==> config.mk <==
export PLATFORM = sky130hd
export DESIGN_NAME = debug_dump_uart
export DESIGN_NICKNAME = d
export VERILOG_FILES = /design/src/rtl/debug_dump_uart.sv
export SDC_FILE = /design/constraint.sdc
export NUM_CORES = 1
export LEC_CHECK = 0
export ABC_AREA = 1
export BUFFER_PORTS_ARGS = -buffer_cell sky130_fd_sc_hd__buf_2
export CORE_AREA = 8 8 165 121
export CTS_CLUSTER_SIZE = 30
export DETAILED_ROUTE_END_ITERATION = 16
export DIE_AREA = 0 0 173 129
export GPL_ROUTABILITY_DRIVEN = 0
export PLACE_DENSITY = 0.56
export SYNTH_ARGS = -nofsm -noshare
export SYNTH_HDL_FRONTEND = slang
export SYNTH_SLANG_ARGS = --single-unit
==> constraint.sdc <==
create_clock -name clk -period 1.9 [get_ports clk]
set_clock_uncertainty 0.1 [all_clocks]
set_input_delay 0 -clock clk [delete_from_list [all_inputs] [get_ports clk]]
set_output_delay 0 -clock clk [all_outputs]
set_load 0.02 [all_outputs]
==> src/rtl/debug_dump_uart.sv <==
// debug_dump_uart
//   Walks the core's register file (indices 0..31) and, when asked, a window of data
//   memory. Every captured 32-bit word goes out MSB byte first inside a frame
//   {HDR_BYTE, words..., TRL_BYTE} on an 8N1 UART transmit line.
// Ports
//   clk            system clock, rising edge
//   reset          asynchronous active-low reset
//   start          1-cycle pulse, accepted only while idle
//   dump_mem_en    append the memory window after the registers
//   mem_base       first memory word address (sampled at accepted start)
//   mem_words      memory word count, saturates at 512 (sampled at accepted start)
//   swval / rdval  register-file debug read port (combinational read)
//   extmemaddress / extmemdata   data-memory debug port (synchronous read)
//   uart_tx        serial output, idles high
//   busy           high from accepted start until done
//   done           1-cycle pulse once the trailer stop bit has completed
module debug_dump_uart #(
    parameter int         CLKS_PER_BIT = 434,
    parameter logic [7:0] HDR_BYTE     = 8'hA5,
    parameter logic [7:0] TRL_BYTE     = 8'h5A
) (
    input  logic        clk,
    input  logic        reset,
    input  logic        start,
    input  logic        dump_mem_en,
    input  logic [8:0]  mem_base,
    input  logic [9:0]  mem_words,
    output logic [4:0]  swval,
    input  logic [31:0] rdval,
    output logic [8:0]  extmemaddress,
    input  logic [31:0] extmemdata,
    output logic        uart_tx,
    output logic        busy,
    output logic        done
);

    localparam int             BW        = (CLKS_PER_BIT > 1) ? $clog2(CLKS_PER_BIT) : 1;
    localparam logic [BW-1:0]  BAUD_LAST = BW'(CLKS_PER_BIT - 1);

    localparam logic [3:0] S_IDLE   = 4'd0;
    localparam logic [3:0] S_HDR    = 4'd1;
    localparam logic [3:0] S_R_ADDR = 4'd2;
    localparam logic [3:0] S_R_CAP  = 4'd3;
    localparam logic [3:0] S_R_SEND = 4'd4;
    localparam logic [3:0] S_M_ADDR = 4'd5;
    localparam logic [3:0] S_M_CAP  = 4'd6;
    localparam logic [3:0] S_M_SEND = 4'd7;
    localparam logic [3:0] S_TRL    = 4'd8;
    localparam logic [3:0] S_FIN    = 4'd9;

    // Sequencer state
    logic [3:0]  state_q, state_d;
    logic [4:0]  reg_idx_q, reg_idx_d;
    logic [8:0]  mem_addr_q, mem_addr_d;     // next memory address to visit
    logic [9:0]  mem_left_q, mem_left_d;     // memory words still to send
    logic        mem_en_q, mem_en_d;
    logic [31:0] word_q, word_d;             // captured word, shifted out MSB byte first
    logic [1:0]  byte_sel_q, byte_sel_d;
    logic [4:0]  swval_q, swval_d;
    logic [8:0]  ext_addr_q, ext_addr_d;
    logic        busy_q, busy_d;
    logic        done_q, done_d;

    // Byte sender state
    logic          tx_busy_q, tx_busy_d;
    logic [BW-1:0] baud_q, baud_d;
    logic [3:0]    bit_q, bit_d;             // 0 start, 1..8 data, 9 stop
    logic [8:0]    shift_q, shift_d;         // remaining data bits with stop bit on top
    logic          tx_q, tx_d;

    logic          tx_valid;
    logic [7:0]    tx_byte;
    logic          tx_ready;

    // Ready during the last cycle of the stop bit too, so back-to-back bytes
    // leave no idle gap on the line.
    assign tx_ready = !tx_busy_q || ((bit_q == 4'd9) && (baud_q == BAUD_LAST));

    always_comb begin
        state_d    = state_q;
        reg_idx_d  = reg_idx_q;
        mem_addr_d = mem_addr_q;
        mem_left_d = mem_left_q;
        mem_en_d   = mem_en_q;
        word_d     = word_q;
        byte_sel_d = byte_sel_q;
        swval_d    = swval_q;
        ext_addr_d = ext_addr_q;
        busy_d     = busy_q;
        done_d     = 1'b0;
        tx_valid   = 1'b0;
        tx_byte    = 8'h00;

        case (state_q)
            S_IDLE: begin
                if (start) begin
                    mem_addr_d = mem_base;
                    mem_left_d = (mem_words > 10'd512) ? 10'd512 : mem_words;
                    mem_en_d   = dump_mem_en;
                    busy_d     = 1'b1;
                    state_d    = S_HDR;
                end
            end
            S_HDR: begin
                tx_valid = 1'b1;
                tx_byte  = HDR_BYTE;
                if (tx_ready) begin
                    reg_idx_d = 5'd0;
                    swval_d   = 5'd0;
                    state_d   = S_R_ADDR;
                end
            end
            S_R_ADDR: state_d = S_R_CAP;
            S_R_CAP: begin
                word_d     = rdval;
                byte_sel_d = 2'd0;
                state_d    = S_R_SEND;
            end
            S_R_SEND: begin
                tx_valid = 1'b1;
                tx_byte  = word_q[31:24];
                if (tx_ready) begin
                    word_d     = {word_q[23:0], 8'h00};
                    byte_sel_d = byte_sel_q + 2'd1;
                    if (byte_sel_q == 2'd3) begin
                        if (reg_idx_q != 5'd31) begin
                            reg_idx_d = reg_idx_q + 5'd1;
                            swval_d   = reg_idx_q + 5'd1;
                            state_d   = S_R_ADDR;
                        end else if (mem_en_q && (mem_left_q != 10'd0)) begin
                            ext_addr_d = mem_addr_q;
                            mem_addr_d = mem_addr_q + 9'd1;   // natural 511 -> 0 wrap
                            state_d    = S_M_ADDR;
                        end else begin
                            state_d = S_TRL;
                        end
                    end
                end
            end
            // The address is already on the port during M_ADDR, so the
            // synchronous memory returns its word in time for M_CAP.
            S_M_ADDR: state_d = S_M_CAP;
            S_M_CAP: begin
                word_d     = extmemdata;
                byte_sel_d = 2'd0;
                state_d    = S_M_SEND;
            end
            S_M_SEND: begin
                tx_valid = 1'b1;
                tx_byte  = word_q[31:24];
                if (tx_ready) begin
                    word_d     = {word_q[23:0], 8'h00};
                    byte_sel_d = byte_sel_q + 2'd1;
                    if (byte_sel_q == 2'd3) begin
                        mem_left_d = mem_left_q - 10'd1;
                        if (mem_left_q != 10'd1) begin
                            ext_addr_d = mem_addr_q;
                            mem_addr_d = mem_addr_q + 9'd1;
                            state_d    = S_M_ADDR;
                        end else begin
                            state_d = S_TRL;
                        end
                    end
                end
            end
            S_TRL: begin
                tx_valid = 1'b1;
                tx_byte  = TRL_BYTE;
                if (tx_ready) state_d = S_FIN;
            end
            S_FIN: begin
                // Hold here until the trailer's stop bit has fully gone out.
                if (!tx_busy_q) begin
                    busy_d  = 1'b0;
                    done_d  = 1'b1;
                    state_d = S_IDLE;
                end
            end
            default: state_d = S_IDLE;
        endcase
    end

    always_comb begin
        tx_busy_d = tx_busy_q;
        baud_d    = baud_q;
        bit_d     = bit_q;
        shift_d   = shift_q;
        tx_d      = tx_q;

        if (tx_busy_q) begin
            if (baud_q == BAUD_LAST) begin
                baud_d = '0;
                if (bit_q == 4'd9) begin
                    tx_busy_d = 1'b0;
                end else begin
                    bit_d   = bit_q + 4'd1;
                    tx_d    = shift_q[0];
                    shift_d = {1'b1, shift_q[8:1]};
                end
            end else begin
                baud_d = baud_q + BW'(1);
            end
        end

        if (tx_valid && tx_ready) begin
            tx_busy_d = 1'b1;
            baud_d    = '0;
            bit_d     = 4'd0;
            tx_d      = 1'b0;
            shift_d   = {1'b1, tx_byte};
        end
    end

    always_ff @(posedge clk or negedge reset) begin
        if (!reset) begin
            state_q    <= S_IDLE;
            reg_idx_q  <= 5'd0;
            mem_addr_q <= 9'd0;
            mem_left_q <= 10'd0;
            mem_en_q   <= 1'b0;
            word_q     <= 32'd0;
            byte_sel_q <= 2'd0;
            swval_q    <= 5'd0;
            ext_addr_q <= 9'd0;
            busy_q     <= 1'b0;
            done_q     <= 1'b0;
            tx_busy_q  <= 1'b0;
            baud_q     <= '0;
            bit_q      <= 4'd0;
            shift_q    <= 9'h1FF;
            tx_q       <= 1'b1;
        end else begin
            state_q    <= state_d;
            reg_idx_q  <= reg_idx_d;
            mem_addr_q <= mem_addr_d;
            mem_left_q <= mem_left_d;
            mem_en_q   <= mem_en_d;
            word_q     <= word_d;
            byte_sel_q <= byte_sel_d;
            swval_q    <= swval_d;
            ext_addr_q <= ext_addr_d;
            busy_q     <= busy_d;
            done_q     <= done_d;
            tx_busy_q  <= tx_busy_d;
            baud_q     <= baud_d;
            bit_q      <= bit_d;
            shift_q    <= shift_d;
            tx_q       <= tx_d;
        end
    end

    assign swval         = swval_q;
    assign extmemaddress = ext_addr_q;
    assign uart_tx       = tx_q;
    assign busy          = busy_q;
    assign done          = done_q;

endmodule

==> results of run 1 <==
-- worst register-to-register path, cell delays in order, from the launching register on --
cell and delay (ns):
sky130_fd_sc_hd__dfrtp_1 0.38, sky130_fd_sc_hd__inv_1 0.06, sky130_fd_sc_hd__ha_1 0.12, sky130_fd_sc_hd__nand2_1 0.06, sky130_fd_sc_hd__nor2_2 0.12, sky130_fd_sc_hd__buf_6 0.13
sky130_fd_sc_hd__nand3_4 0.12, sky130_fd_sc_hd__buf_4 0.17, sky130_fd_sc_hd__nand3_1 0.09, sky130_fd_sc_hd__nand2_2 0.11, sky130_fd_sc_hd__nor2_4 0.15, sky130_fd_sc_hd__nand2_1 0.06
sky130_fd_sc_hd__nand2_1 0.08
-- placed cells by master, fill, tap and decap left out, types with 10 or more instances in the layout --
cell type / synthesis / final
sky130_fd_sc_hd__nand2_1: 340 / 337
sky130_fd_sc_hd__nand3_1: 105 / 104
sky130_fd_sc_hd__buf_2: 16 / 102
sky130_fd_sc_hd__dfrtp_1: 88 / 87
sky130_fd_sc_hd__dlygate4sd3_1: 0 / 85
sky130_fd_sc_hd__inv_1: 54 / 52
sky130_fd_sc_hd__buf_4: 3 / 51
sky130_fd_sc_hd__nor2_1: 40 / 36
sky130_fd_sc_hd__o21ai_0: 31 / 26
sky130_fd_sc_hd__o21ai_1: 16 / 19
sky130_fd_sc_hd__nand4_1: 14 / 14
sky130_fd_sc_hd__ha_1: 11 / 10
-- layout make-up --
cell class	instances	area, um2	share of cell area (%)
clock buffers	9	225	2.70
clock inverters	7	60.1	0.721
inverters	62	246	2.96
multi-input cells	630	3130	37.6
flip-flops and latches	97	2440	29.3
well taps	236	295	3.55
repair buffers	248	1930	23.1
-- path summary, 6_finish.rpt --
path	start	endpoint	slack (ns)	cells past startpoint
setup / recovery	bit_q[1]$_DFFE_PN0P_	state_q[3]$_DFFE_PN0P_	0.09	12
min in group asynchronous	reset	bit_q[1]$_DFFE_PN0P_	0.06	2
max in group asynchronous	reset	shift_q[0]$_DFFE_PN1P_	1.01	3
hold / removal	mem_words[6]	mem_left_q[6]$_DFFE_PN0P_	0.05	4
setup reg to reg	bit_q[1]$_DFFE_PN0P_	state_q[3]$_DFFE_PN0P_	0.09	12
hold reg to reg	extmemaddress[3]$_DFFE_PN0P_	extmemaddress[3]$_DFFE_PN0P_	0.36	2
-- flip-flops by register name (all words and copies together) (netlist names) --
name / flops
baud_q: 9
mem_addr_q: 9
mem_left_q: 10
byte_sel_q: 2
uart_tx: 1
word_q: 32
tx_busy_q: 1
done: 1
bit_q: 4
extmemaddress: 9
shift_q: 8
mem_en_q: 1
state_q: 4
swval: 5
busy: 1
-- repair_timing --
| action | in CTS | in global routing |
|---|---|---|
| pin swaps | 2 | 6 |
| resized for setup | 2 | 26 |
| hold buffers | 85 | 0 |
| setup endpoints to repair | 13 | 85 |
| hold endpoints to repair | 143 | 0 |
| buffers inserted | 1 | 3 |
-- layer usage --
layer | vias up | share of wire, % | wire [um] | GRT usage (%)
li1 | 3093 | - | - | -
met1 | 2726 | 50 | 8690 | 22.0
met2 | 158 | 44 | 7650 | 24.1
met3 | 21 | 5.2 | 906 | 4.07
met4 | 0 | 1.2 | 210 | 3.03
met5 | - | 0 | 0 | 0
-- stage by stage --
| step | setup TNS (ns) | cell area, um2 |
|---|---|---|
| final | 0 | 8330 |
| after global routing | -0.183 | 8330 |
| after CTS | -0.00324 | 8240 |
| after detailed placement | 0 | 7070 |
| after global placement | 0 | 7070 |
| after floorplan | 0 | 5940 |
-- power breakdown --
group          leakage (nW)  internal [mW]  switching (mW)
logic                  3.01          0.191           0.109
registers              1.17           2.06               0
clock network         0.143          0.915           0.884
total                  4.32           3.17           0.993
-- kinds of logic (layout without fill, tap and decap cells) --
family,count (synthesis),in the layout
adder cells (fa/ha/maj),11,11
AO/OA/AOI/OAI,67,67
AND/OR/NAND/NOR,544,544
flip-flops,97,97
XOR/XNOR,7,7
multiplexers,1,1
buffers and inverters,91,326
==> Flow_metrics.wiki, run 1 <==
{| class="wikitable"
! Metric !! Value
|-
| Setup WS pre-CTS || 0.0410 ns
|-
| Cell with the most instances after synthesis || sky130_fd_sc_hd__nand2_1
|-
| Dpl cells || 1184
|-
| Maximum vdd ir drop || 362 uV
|-
| Standard-cell row count || 41
|-
| Adder-Cell Fraction of Synth Area || 2.32%
|-
| Initial Utilization || 34.1%
|-
| Clk buf depth || 2
|-
| Antenna violations before repair || 0
|-
| CTS H-tree lvls || 3
|-
| Synth Area in Compound Gates || 6.40%
|-
| Sum of internal, switching and leakage power || 4.16 mW
|-
| Number of warning messages in the yosys log || 0
|-
| Power density cells || 500 mW/mm2
|-
| Area share of the largest cell type after synthesis || 37.1%
|-
| Unique cell type count in the Yosys netlist || 40
|-
| Global-route wire length before repair || 29000 um
|-
| Post-route fraction of the period consumed by the critical path || 95.1%
|-
| Drt wl/cell || 13.5 um
|-
| Cells along the critical path || inv_1 -> ha_1 -> nand2_1 -> nor2_2 -> buf_6 -> nand3_4 -> buf_4 -> nand3_1 -> nand2_2 -> nor2_4 -> nand2_1 -> nand2_1
|-
| Number of remaining DRC errors || 0
|-
| Layout Cells excl Fill || 1289
|-
| CTS Root Buffer Type || sky130_fd_sc_hd__clkbuf_16
|-
| Slowest stage cell on the critical path || sky130_fd_sc_hd__dfrtp_1
|-
| Synthesized cell area || 0.00594 mm2
|-
| ANT nets after route || 0
|-
| Combinational family with the most area after synthesis || simple AND/OR/NAND/NOR gates
|-
| Number of placed I/O pins || 104
|-
| Most common flop cell mapped by yosys || sky130_fd_sc_hd__dfrtp_1
|-
| Detailed-router iteration count before antenna repair || 7
|-
| Horizontal die dimension || 173 um
|-
| Relative slew slack || 64.9%
|-
| Clock slew seen by the registers of the worst setup and hold paths || 0.07 ns
|-
| Inserted Clock Buffers || 9
|-
| Die Ht || 129 um
|-
| Core area || 0.0174 mm2
|-
| Tot GR Track Use || 15.7%
|-
| Dominant cell type by count on the critical path || sky130_fd_sc_hd__nand2_1
|-
| Final WL || 17400 um
|-
| Critical path launch point type || flop
|-
| Average cell area after synthesis || 7.26 um2
|-
| Grt ovf || 0
|-
| Largest net degree at the start of global routing || 35
|-
| Result of the run || finished, final reports clean
|-
| Fin. Hold Viols || 0
|-
| Leakage power summed over all cells || 4.32 nW
|-
| Share of layout cells above drive strength 1 || 23.3%
|-
| Clock latency at the later pin of the worst-skew pair || 0.36 ns
|-
| Share of synthesized area spent on multiplexers || 0.190%
|-
| Arrival time at the worst endpoint || 2.00 ns
|-
| Cells after synthesis || 818
|-
| Number of flops mapped to enable cells by yosys || 0
|-
| Area of the die || 0.0223 mm2
|-
| Xor/xnor share of the synthesized area || 1.03%
|-
| Setup ws final || 0.0925 ns
|-
| Number of max-cap violations || 0
|-
| Number of port buffers || 103
|-
| Filler cell count in the final layout || 1704
|-
| Register area share after synthesis || 41.0%
|-
| Synthesized-area fraction occupied by and/or/nand/nor cells || 41.8%
|-
| Routed vias || 5998
|-
| Final #Nets || 1146
|-
| Critical Path Fanout Max || 4
|-
| Crit. End Element || flop
|-
| Top post-synthesis cells by area || sky130_fd_sc_hd__dfrtp_1 (37%), sky130_fd_sc_hd__nand2_1 (21%), sky130_fd_sc_hd__nand3_1 (8.8%), sky130_fd_sc_hd__dfstp_2 (4.0%), sky130_fd_sc_hd__inv_1 (3.4%)
|-
| Required time at the worst-slack endpoint || 2.09 ns
|-
| Proportion of synthesized flip-flops having asynchronous set or reset || 100%
|-
| Delay-heaviest family, CP || simple AND/OR/NAND/NOR gates
|-
| Avg Vias per Cell || 4.65
|-
| Vias in the first global route || 5800
|-
| Type of the worst setup path || flop to flop
|-
| Minimum clock period || 1.81 ns
|-
| Final number of max-transition violations || 0
|-
| Top achievable clock speed || 553 MHz
|-
| Yosys top cell by area || sky130_fd_sc_hd__dfrtp_1
|-
| Final count of negative-setup-slack endpoints || 0
|-
| Top post-synthesis cells by count || sky130_fd_sc_hd__nand2_1 (340), sky130_fd_sc_hd__nand3_1 (105), sky130_fd_sc_hd__dfrtp_1 (88)
|-
| Longest individual stage delay on the worst path || 0.38 ns
|-
| Initial detailed-routing violation count || 430
|-
| Hold Path Class || input port to flop
|-
| Tightest Pin Transition || 0.527 ns
|-
| Buf+Inv Stages, Crit Path || 3
|-
| Detailed placer's ending HPWL || 12200 um
|-
| Total clock sinks || 97
|-
| Final hold slack || 0.0496 ns
|-
| Post-route core utilization || 47.7%
|-
| N_diodes || 0
|-
| Total of flip-flops plus latches after synthesis || 97
|-
| Area grow syn2layout || 40.1%
|-
| Number of nets in the synthesized netlist || 916
|-
| Clock tree from TritonCTS || yes
|-
| Unrepaired setup endpoints after global routing || yes
|}
Note: power is estimated with default switching activity, not from simulation.
==> inputs of run 2 (changes only) <==
--- a/config.mk
+++ b/config.mk
@@ -8,6 +8,7 @@
 export ABC_AREA = 1
 export BUFFER_PORTS_ARGS = -buffer_cell sky130_fd_sc_hd__buf_2
 export CORE_AREA = 8 8 165 121
+export CTS_BUF_LIST = sky130_fd_sc_hd__clkbuf_4
 export CTS_CLUSTER_SIZE = 30
 export DETAILED_ROUTE_END_ITERATION = 16
 export DIE_AREA = 0 0 173 129
==> Flow_metrics.wiki, run 2 (synthesis results as in run 1) <==
{| class="wikitable"
! Metric !! Value
|-
| Final WL || 17500 um (+0.44%)
|-
| Minimum clock period || 1.83 ns (+0.0242 ns)
|-
| Clock latency at the later pin of the worst-skew pair || 0.49 ns (+0.13 ns)
|-
| Top library cells by usage in the layout, fill and taps aside || sky130_fd_sc_hd__nand2_1 (337), sky130_fd_sc_hd__nand3_1 (104), sky130_fd_sc_hd__buf_2 (102)
|-
| Layout Cells excl Fill || 1295 (+0.47%)
|-
| Drt wl/cell || 13.5 um (about the same)
|-
| Area grow syn2layout || 38.5%
|-
| Required time at the worst-slack endpoint || 2.22 ns (+0.13 ns)
|-
| Arrival time at the worst endpoint || 2.15 ns (+0.15 ns)
|-
| Type of the worst setup path || flop to flop
|-
| Final #Nets || 1151 (+0.44%)
|-
| Number of port buffers || 103 (unchanged)
|-
| Clock slew seen by the registers of the worst setup and hold paths || 0.16 ns (+0.09 ns)
|-
| Number of max-cap violations || 0 (unchanged)
|-
| Buf+Inv Stages, Crit Path || 3 (unchanged)
|-
| Setup ws final || 0.0683 ns (-0.0242 ns)
|-
| Number of placed I/O pins || 104 (unchanged)
|-
| Worst setup path endpoint || state_q[3]$_DFFE_PN0P_
|-
| Filler cell count in the final layout || 1712 (+0.47%)
|-
| Largest registers || word_q x32, mem_left_q x10
|-
| Total clock sinks || 97 (unchanged)
|-
| Maximum vdd ir drop || 256 uV (-29%)
|-
| Delay-heaviest family, CP || simple AND/OR/NAND/NOR gates
|-
| Detailed-router iteration count before antenna repair || 7 (unchanged)
|-
| Most flop-heavy register || word_q
|-
| Core area || 0.0174 mm2 (unchanged)
|-
| Cells along the critical path || inv_1 -> ha_1 -> nand2_1 -> nor2_1 -> buf_4 -> nand3_4 -> buf_4 -> nand3_1 -> nand2_2 -> nor2_4 -> nand2_1 -> nand2_1
|-
| Area of the die || 0.0223 mm2 (unchanged)
|-
| Top achievable clock speed || 546 MHz (-1.3%)
|-
| Cells on worst reg2reg path || 12 (unchanged)
|-
| Inserted Clock Buffers || 9 (unchanged)
|-
| Post-route setup TNS || 0 ns (unchanged)
|-
| Leakage power summed over all cells || 4.27 nW (-1.1%)
|-
| Post-route fraction of the period consumed by the critical path || 96.4% (+1.3 points)
|-
| Clock tree from TritonCTS || yes
|-
| Endpoint of the worst-slack reg-to-reg timing path || state_q[3]$_DFFE_PN0P_
|-
| Number of remaining DRC errors || 0 (unchanged)
|-
| Setup WS pre-CTS || 0.0410 ns (unchanged)
|-
| Tightest Pin Transition || 0.531 ns (+0.00427 ns)
|-
| Power density cells || 421 mW/mm2 (-16%)
|-
| Dominant cell type by count on the critical path || sky130_fd_sc_hd__nand2_1
|-
| CTS Root Buffer Type || sky130_fd_sc_hd__clkbuf_4
|-
| Levels on crit path || 12 (unchanged)
|-
| Tot GR Track Use || 15.7% (unchanged)
|-
| Unrepaired setup endpoints after global routing || yes
|-
| Cells on Worst Hold Path || 3 (-1)
|-
| Relative slew slack || 64.6% (-0.29 points)
|-
| CTS H-tree lvls || 3 (unchanged)
|-
| Most common library cell in the layout ignoring fill and taps || sky130_fd_sc_hd__nand2_1
|-
| Largest net degree at the start of global routing || 33 (-5.7%)
|-
| Final count of negative-setup-slack endpoints || 0 (unchanged)
|-
| Global-route wire length before repair || 29000 um (-0.21%)
|-
| Longest individual stage delay on the worst path || 0.41 ns (+0.03 ns)
|-
| Result of the run || finished, final reports clean
|-
| Fin. Hold Viols || 0 (unchanged)
|-
| Worst flop-to-flop path startpoint || bit_q[1]$_DFFE_PN0P_
|-
| Vias in the first global route || 5788 (-0.21%)
|-
| Dpl cells || 1184 (unchanged)
|-
| Crit. End Element || flop
|-
| Worst-case register-to-register setup slack || 0.07 ns (-0.02 ns)
|-
| Antenna violations before repair || 1 (+1)
|-
| Number of flip-flops under the largest register name || 32 (unchanged)
|-
| Avg Vias per Cell || 4.62 (-0.68%)
|-
| Detailed placer's ending HPWL || 12200 um (unchanged)
|-
| Worst setup path start || bit_q[1]$_DFFE_PN0P_
|-
| Routed vias || 5985 (-0.22%)
|-
| Slowest stage cell on the critical path || sky130_fd_sc_hd__dfrtp_1
|-
| Critical path launch point type || flop
|-
| Standard-cell row count || 41 (unchanged)
|-
| ANT nets after route || 0 (unchanged)
|-
| Hold Path Class || input port to flop
|-
| Final number of max-transition violations || 0 (unchanged)
|-
| Initial Utilization || 34.1% (unchanged)
|-
| Horizontal die dimension || 173 um (unchanged)
|-
| Die Ht || 129 um (unchanged)
|-
| Grt ovf || 0 (unchanged)
|-
| Share of layout cells above drive strength 1 || 23.2% (-0.11 points)
|-
| Initial detailed-routing violation count || 470 (+9.3%)
|-
| Clk buf depth || 2 (unchanged)
|-
| Critical Path Fanout Max || 4 (unchanged)
|}
[run 2: changes by cell type in the layout (fill, tap and decap cells not counted), moves of 2 or more]
cell and change:
sky130_fd_sc_hd__clkbuf_4 +9, sky130_fd_sc_hd__dlygate4sd3_1 +3, sky130_fd_sc_hd__clkbuf_16 -9, sky130_fd_sc_hd__nor2_2 -2
sky130_fd_sc_hd__buf_4 +2
[run 2: worst register-to-register path, cell delays in order, from the launching register on]
cell and delay, ns:
sky130_fd_sc_hd__dfrtp_1 0.41, sky130_fd_sc_hd__inv_1 0.06, sky130_fd_sc_hd__ha_1 0.12, sky130_fd_sc_hd__nand2_1 0.05
sky130_fd_sc_hd__nor2_1 0.10, sky130_fd_sc_hd__buf_4 0.16, sky130_fd_sc_hd__nand3_4 0.12, sky130_fd_sc_hd__buf_4 0.17
sky130_fd_sc_hd__nand3_1 0.09, sky130_fd_sc_hd__nand2_2 0.11, sky130_fd_sc_hd__nor2_4 0.15, sky130_fd_sc_hd__nand2_1 0.06
sky130_fd_sc_hd__nand2_1 0.08
[run 2: how the worst min path moves through the flow]
stage                            from                         to  slack (ns)
after global routing      dump_mem_en       mem_en_q$_DFFE_PN0P_        0.13
after CTS                 dump_mem_en       mem_en_q$_DFFE_PN0P_        0.14
after detailed placement        reset  mem_addr_q[0]$_DFFE_PN0P_       -0.09
final                     dump_mem_en       mem_en_q$_DFFE_PN0P_        0.19
after global placement          reset  mem_addr_q[0]$_DFFE_PN0P_       -0.09
after floorplan                 reset      baud_q[0]$_DFFE_PN0P_       -0.40
[run 2: power by group]
group | switching, mW | leakage (nW) | total [mW] | internal (mW)
Clock | 0.788 | 0.0732 | 1.08 | 0.295
Combinational | 0.112 | 3.03 | 0.311 | 0.199
Sequential | 0 | 1.17 | 2.07 | 2.07
Total | 0.900 | 4.27 | 3.46 | 2.56
[run 2: timing repair]
item | 4_1_cts | 5_1_grt
gates resized for setup | 0 | 26
setup buffers | 0 | 5
hold buffers | 89 | 0
endpoints found under the setup margin | 0 | 84
endpoints found under the hold margin | 150 | 0
[run 2: per-stage QoR]
step / utilization (%) / instance area [um2] / power [mW] / hold WS, ns
final: 47.2 / 8230 / 3.46 / 0.193
after global routing: 47.2 / 8230 / 3.63 / 0.133
after CTS: 46.4 / 8100 / 3.52 / 0.144
after detailed placement: 40.6 / 7070 / 2.27 / -0.0919
after global placement: 40.6 / 7070 / 2.27 / -0.0872
after floorplan: - / 5940 / 2.12 / -0.396
[run 2: final cells by class]
cell class | count | area, um2 | area share (%)
clock buffer | 9 | 67.6 | 0.821
tap | 236 | 295 | 3.59
antenna | 1 | 2.50 | 0.0304
timing repair buffer | 253 | 1980 | 24.1
clock inverter | 7 | 60.1 | 0.730
sequential | 97 | 2440 | 29.6
inverter | 62 | 244 | 2.96
multi-input combinational | 630 | 3140 | 38.1
[run 2: per-layer routing]
metal  up-vias  part of all wire [%]  global-route usage, %
met5         -                     0                      0
met4         0                   1.0                   2.88
met3        18                   4.9                   4.04
met2       140                    44                   24.3
met1      2718                    50                   21.9
li1       3109                     -                      -
==> inputs of run 3 (changes only) <==
==> config.mk (replaced) <==
export PLATFORM = sky130hd
export DESIGN_NAME = debug_dump_uart
export DESIGN_NICKNAME = d
export VERILOG_FILES = /design/src/rtl/debug_dump_uart.sv
export SDC_FILE = /design/constraint.sdc
export NUM_CORES = 1
export LEC_CHECK = 0
export BUFFER_PORTS_ARGS = -buffer_cell sky130_fd_sc_hd__buf_2
export CORE_AREA = 8 8 158 115
export CTS_BUF_LIST = sky130_fd_sc_hd__clkbuf_4
export CTS_CLUSTER_SIZE = 30
export DETAILED_ROUTE_END_ITERATION = 16
export DIE_AREA = 0 0 166 123
export GPL_ROUTABILITY_DRIVEN = 0
export PLACE_DENSITY = 0.57
export SYNTH_ARGS = -nofsm -noshare
export SYNTH_HDL_FRONTEND = slang
export SYNTH_SLANG_ARGS = --single-unit
==> Flow_metrics.wiki, run 3 <==
{| class="wikitable"
! Metric !! Value
|-
| Final #Nets || 969 (-16%)
|-
| Hold Path Class || input port to flop
|-
| Clk buf depth || 2 (unchanged)
|-
| Number of flip-flops under the largest register name || 32 (unchanged)
|-
| Most flop-heavy register || word_q
|-
| Minimum clock period || 2.47 ns (+0.640 ns)
|-
| Worst-case register-to-register setup slack || -0.57 ns (-0.64 ns)
|-
| Cells on worst reg2reg path || 7 (-5)
|-
| Detailed-router iteration count before antenna repair || 6 (-1)
|-
| Post-route core utilization || 56.5% (+9.3 points)
|-
| Required time at the worst-slack endpoint || 2.20 ns (-0.02 ns)
|-
| Cell with the most instances after synthesis || sky130_fd_sc_hd__dfrtp_1
|-
| Arrival time at the worst endpoint || 2.77 ns (+0.62 ns)
|-
| Average cell area after synthesis || 9.64 um2 (+33%)
|-
| Design area || 0.00895 mm2 (+8.8%)
|-
| Share of layout cells above drive strength 1 || 43.0% (+20 points)
|-
| Standard-cell row count || 39 (-4.9%)
|-
| Destination of the worst hold path || mem_en_q$_DFFE_PN0P_
|-
| Most common library cell in the layout ignoring fill and taps || sky130_fd_sc_hd__buf_4
|-
| Cells after synthesis || 559 (-32%)
|-
| Largest registers || word_q x32, mem_left_q x10
|-
| Number of remaining DRC errors || 0 (unchanged)
|-
| CTS H-tree lvls || 3 (unchanged)
|-
| Area share of the largest cell type after synthesis || 40.8% (+3.8 points)
|-
| Core area || 0.0159 mm2 (-9.1%)
|-
| Final WL || 18800 um (+7.2%)
|-
| Power density cells || 1360 mW/mm2 (+220%)
|-
| Most common flop cell mapped by yosys || sky130_fd_sc_hd__dfrtp_1
|-
| Final number of max-transition violations || 0 (unchanged)
|-
| Routed vias || 5737 (-4.1%)
|-
| Total clock sinks || 97 (unchanged)
|-
| Top library cells by usage in the layout, fill and taps aside || sky130_fd_sc_hd__buf_4 (106), sky130_fd_sc_hd__buf_2 (102), sky130_fd_sc_hd__dlygate4sd3_1 (88)
|-
| Detailed placer's ending HPWL || 12100 um (-0.83%)
|-
| Cells on Worst Hold Path || 4 (+1)
|-
| Maximum vdd ir drop || 620 uV (+140%)
|-
| Number of max-cap violations || 0 (unchanged)
|-
| Drt wl/cell || 17.4 um (+28%)
|-
| Setup ws final || -0.571 ns (-0.640 ns)
|-
| Vias in the first global route || 5903 (+2.0%)
|-
| Initial detailed-routing violation count || 488 (+3.8%)
|-
| Number of flops mapped to enable cells by yosys || 0 (unchanged)
|-
| Result of the run || finished, violations left
|-
| Fin. Hold Viols || 0 (unchanged)
|-
| Type of the worst setup path || flop to flop
|-
| Register area share after synthesis || 45.2% (+4.2 points)
|-
| Placed inst area || 0.00710 mm2 (+0.42%)
|-
| Leakage power summed over all cells || 4.12 nW (-3.5%)
|-
| Post-route fraction of the period consumed by the critical path || 130% (+34 points)
|-
| Unique cell type count in the Yosys netlist || 63 (+57%)
|-
| Die Ht || 123 um (-4.7%)
|-
| Layout Cells excl Fill || 1082 (-16%)
|-
| Area grow syn2layout || 66.1%
|-
| Tot GR Track Use || 17.8% (+2.1 points)
|-
| Grt ovf || 0 (unchanged)
|-
| Number of port buffers || 103 (unchanged)
|-
| Tightest Pin Transition || 1.04 ns (+0.504 ns)
|-
| Yosys top cell by area || sky130_fd_sc_hd__dfrtp_1
|-
| Top post-synthesis cells by count || sky130_fd_sc_hd__dfrtp_1 (88), sky130_fd_sc_hd__nand2_1 (56), sky130_fd_sc_hd__inv_1 (36), sky130_fd_sc_hd__nor2_1 (36), sky130_fd_sc_hd__clkbuf_1 (35)
|-
| Critical path launch point type || flop
|-
| Worst Hold Launch || dump_mem_en
|-
| Dpl cells || 942 (-20%)
|-
| Violations in the final reports || negative setup slack
|-
| Largest net degree at the start of global routing || 51 (+55%)
|-
| Number of warning messages in the yosys log || 0 (unchanged)
|-
| Number of placed I/O pins || 104 (unchanged)
|-
| Unrepaired setup endpoints after global routing || yes
|-
| Horizontal die dimension || 166 um (-4.0%)
|-
| Clock tree from TritonCTS || yes
|-
| Relative slew slack || 30.7% (-34 points)
|-
| Worst flop-to-flop path startpoint || baud_q[6]$_DFFE_PN0P_
|-
| Avg Vias per Cell || 5.30 (+15%)
|-
| Area taken by flip-flops and latches || 0.00245 mm2 (+0.26%)
|-
| Total of flip-flops plus latches after synthesis || 97 (unchanged)
|-
| Clock latency at the later pin of the worst-skew pair || 0.50 ns (about the same)
|-
| Proportion of synthesized flip-flops having asynchronous set or reset || 100% (unchanged)
|-
| Antenna violations before repair || 0 (-1)
|-
| Number of nets in the synthesized netlist || 657 (-28%)
|-
| Crit. End Element || flop
|-
| Top achievable clock speed || 405 MHz (-26%)
|-
| ANT nets after route || 0 (unchanged)
|-
| Final count of negative-setup-slack endpoints || 91 (+91)
|-
| Area taken by multi-input logic gates || 0.00320 mm2 (+1.9%)
|-
| Inserted Clock Buffers || 9 (unchanged)
|-
| CTS Root Buffer Type || sky130_fd_sc_hd__clkbuf_4
|-
| Synthesized cell area || 0.00539 mm2 (-9.3%)
|-
| Area of the die || 0.0204 mm2 (-8.5%)
|-
| Clock slew seen by the registers of the worst setup and hold paths || 0.16 ns (about the same)
|-
| Global-route wire length before repair || 29800 um (+3.0%)
|-
| Sum of internal, switching and leakage power || 12.2 mW (+250%)
|-
| Endpoint of the worst-slack reg-to-reg timing path || word_q[4]$_DFFE_PN0P_
|-
| Critical Path Fanout Max || 8 (+4)
|-
| Top post-synthesis cells by area || sky130_fd_sc_hd__dfrtp_1 (41%), sky130_fd_sc_hd__mux2i_1 (5.0%), sky130_fd_sc_hd__a222oi_1 (4.5%), sky130_fd_sc_hd__dfstp_2 (4.4%), sky130_fd_sc_hd__nand2_1 (3.9%)
|-
| Filler cell count in the final layout || 1292 (-25%)
|-
| Initial Utilization || 34.0% (-0.071 points)
|-
| Post-route setup TNS || -34.39 ns (-34.39 ns)
|}
## run 3: through the flow
stage / worst slack [ns] / hold slack (ns)
finish: -0.571 / 0.170
global route: -0.671 / 0.165
CTS: -0.600 / 0.121
detailed placement: -0.697 / -0.163
global placement: -0.590 / -0.170
floorplan: -0.736 / -0.396
## run 3: final cells by class
class                           instances  area share (%)
Sequential cell                        97            27.3
Clock inverter                          6           0.503
Timing Repair Buffer                  339            31.2
Clock buffer                           10           0.838
Tap cell                              205            2.86
Multi-Input combinational cell        388            35.7
Antenna cell                            1          0.0279
Inverter                               36            1.51
## run 3: logic make-up after synthesis
family	Yosys count	share of synthesized area, %
buf+inv	74	5.36
mux	45	8.77
xor+xnor	6	0.975
fa+ha+maj	11	2.55
compound gates	151	20.3
simple gates	175	16.8
flops	97	45.2
## run 3: worst max-delay path, stage by stage (launching register included)
cell                      delay, ns
sky130_fd_sc_hd__dfrtp_1       0.42
sky130_fd_sc_hd__or4b_4        0.59
sky130_fd_sc_hd__o31a_1        0.30
sky130_fd_sc_hd__and3_4        0.20
sky130_fd_sc_hd__nor4_4        0.14
sky130_fd_sc_hd__buf_6         0.16
sky130_fd_sc_hd__buf_12        0.14
sky130_fd_sc_hd__mux2_1        0.33
## run 3: routing by layer
metal,wire [um],track usage (%),part of all wire (%),vias up
met2,8950,29.5,48,217
met1,8420,23.2,45,2770
met3,1130,4.27,6.0,30
met4,282,4.58,1.5,0
met5,0,0,0,-
li1,-,-,-,2720
## run 3: worst max path at each step
stage	startpoint	end	slack, ns	cells past startpoint
6_report	baud_q[6]$_DFFE_PN0P_	word_q[4]$_DFFE_PN0P_	-0.57	7
4_1_cts	baud_q[6]$_DFFE_PN0P_	word_q[5]$_DFFE_PN0P_	-0.60	8
5_1_grt	baud_q[6]$_DFFE_PN0P_	word_q[9]$_DFFE_PN0P_	-0.67	8
3_3_place_gp	baud_q[6]$_DFFE_PN0P_	word_q[2]$_DFFE_PN0P_	-0.59	6
2_1_floorplan	baud_q[3]$_DFFE_PN0P_	word_q[3]$_DFFE_PN0P_	-0.74	7
3_5_place_dp	baud_q[6]$_DFFE_PN0P_	word_q[18]$_DFFE_PN0P_	-0.70	7
## run 3: timing repair
| item | CTS | global route |
|---|---|---|
| gates cloned | 3 | 1 |
| pin swaps | 27 | 23 |
| endpoints found under the setup margin | 95 | 96 |
| buffers inserted | 17 | 18 |
| hold buffers | 88 | 0 |
| resized for setup | 99 | 57 |
| hold endpoints to repair | 150 | 0 |
## run 3: report_power, final
group / switching [mW] / total, mW / internal [mW]
Combinational: 3.60 / 7.60 / 4.01
Sequential: 0.581 / 3.50 / 2.92
Clock: 0.761 / 1.05 / 0.291
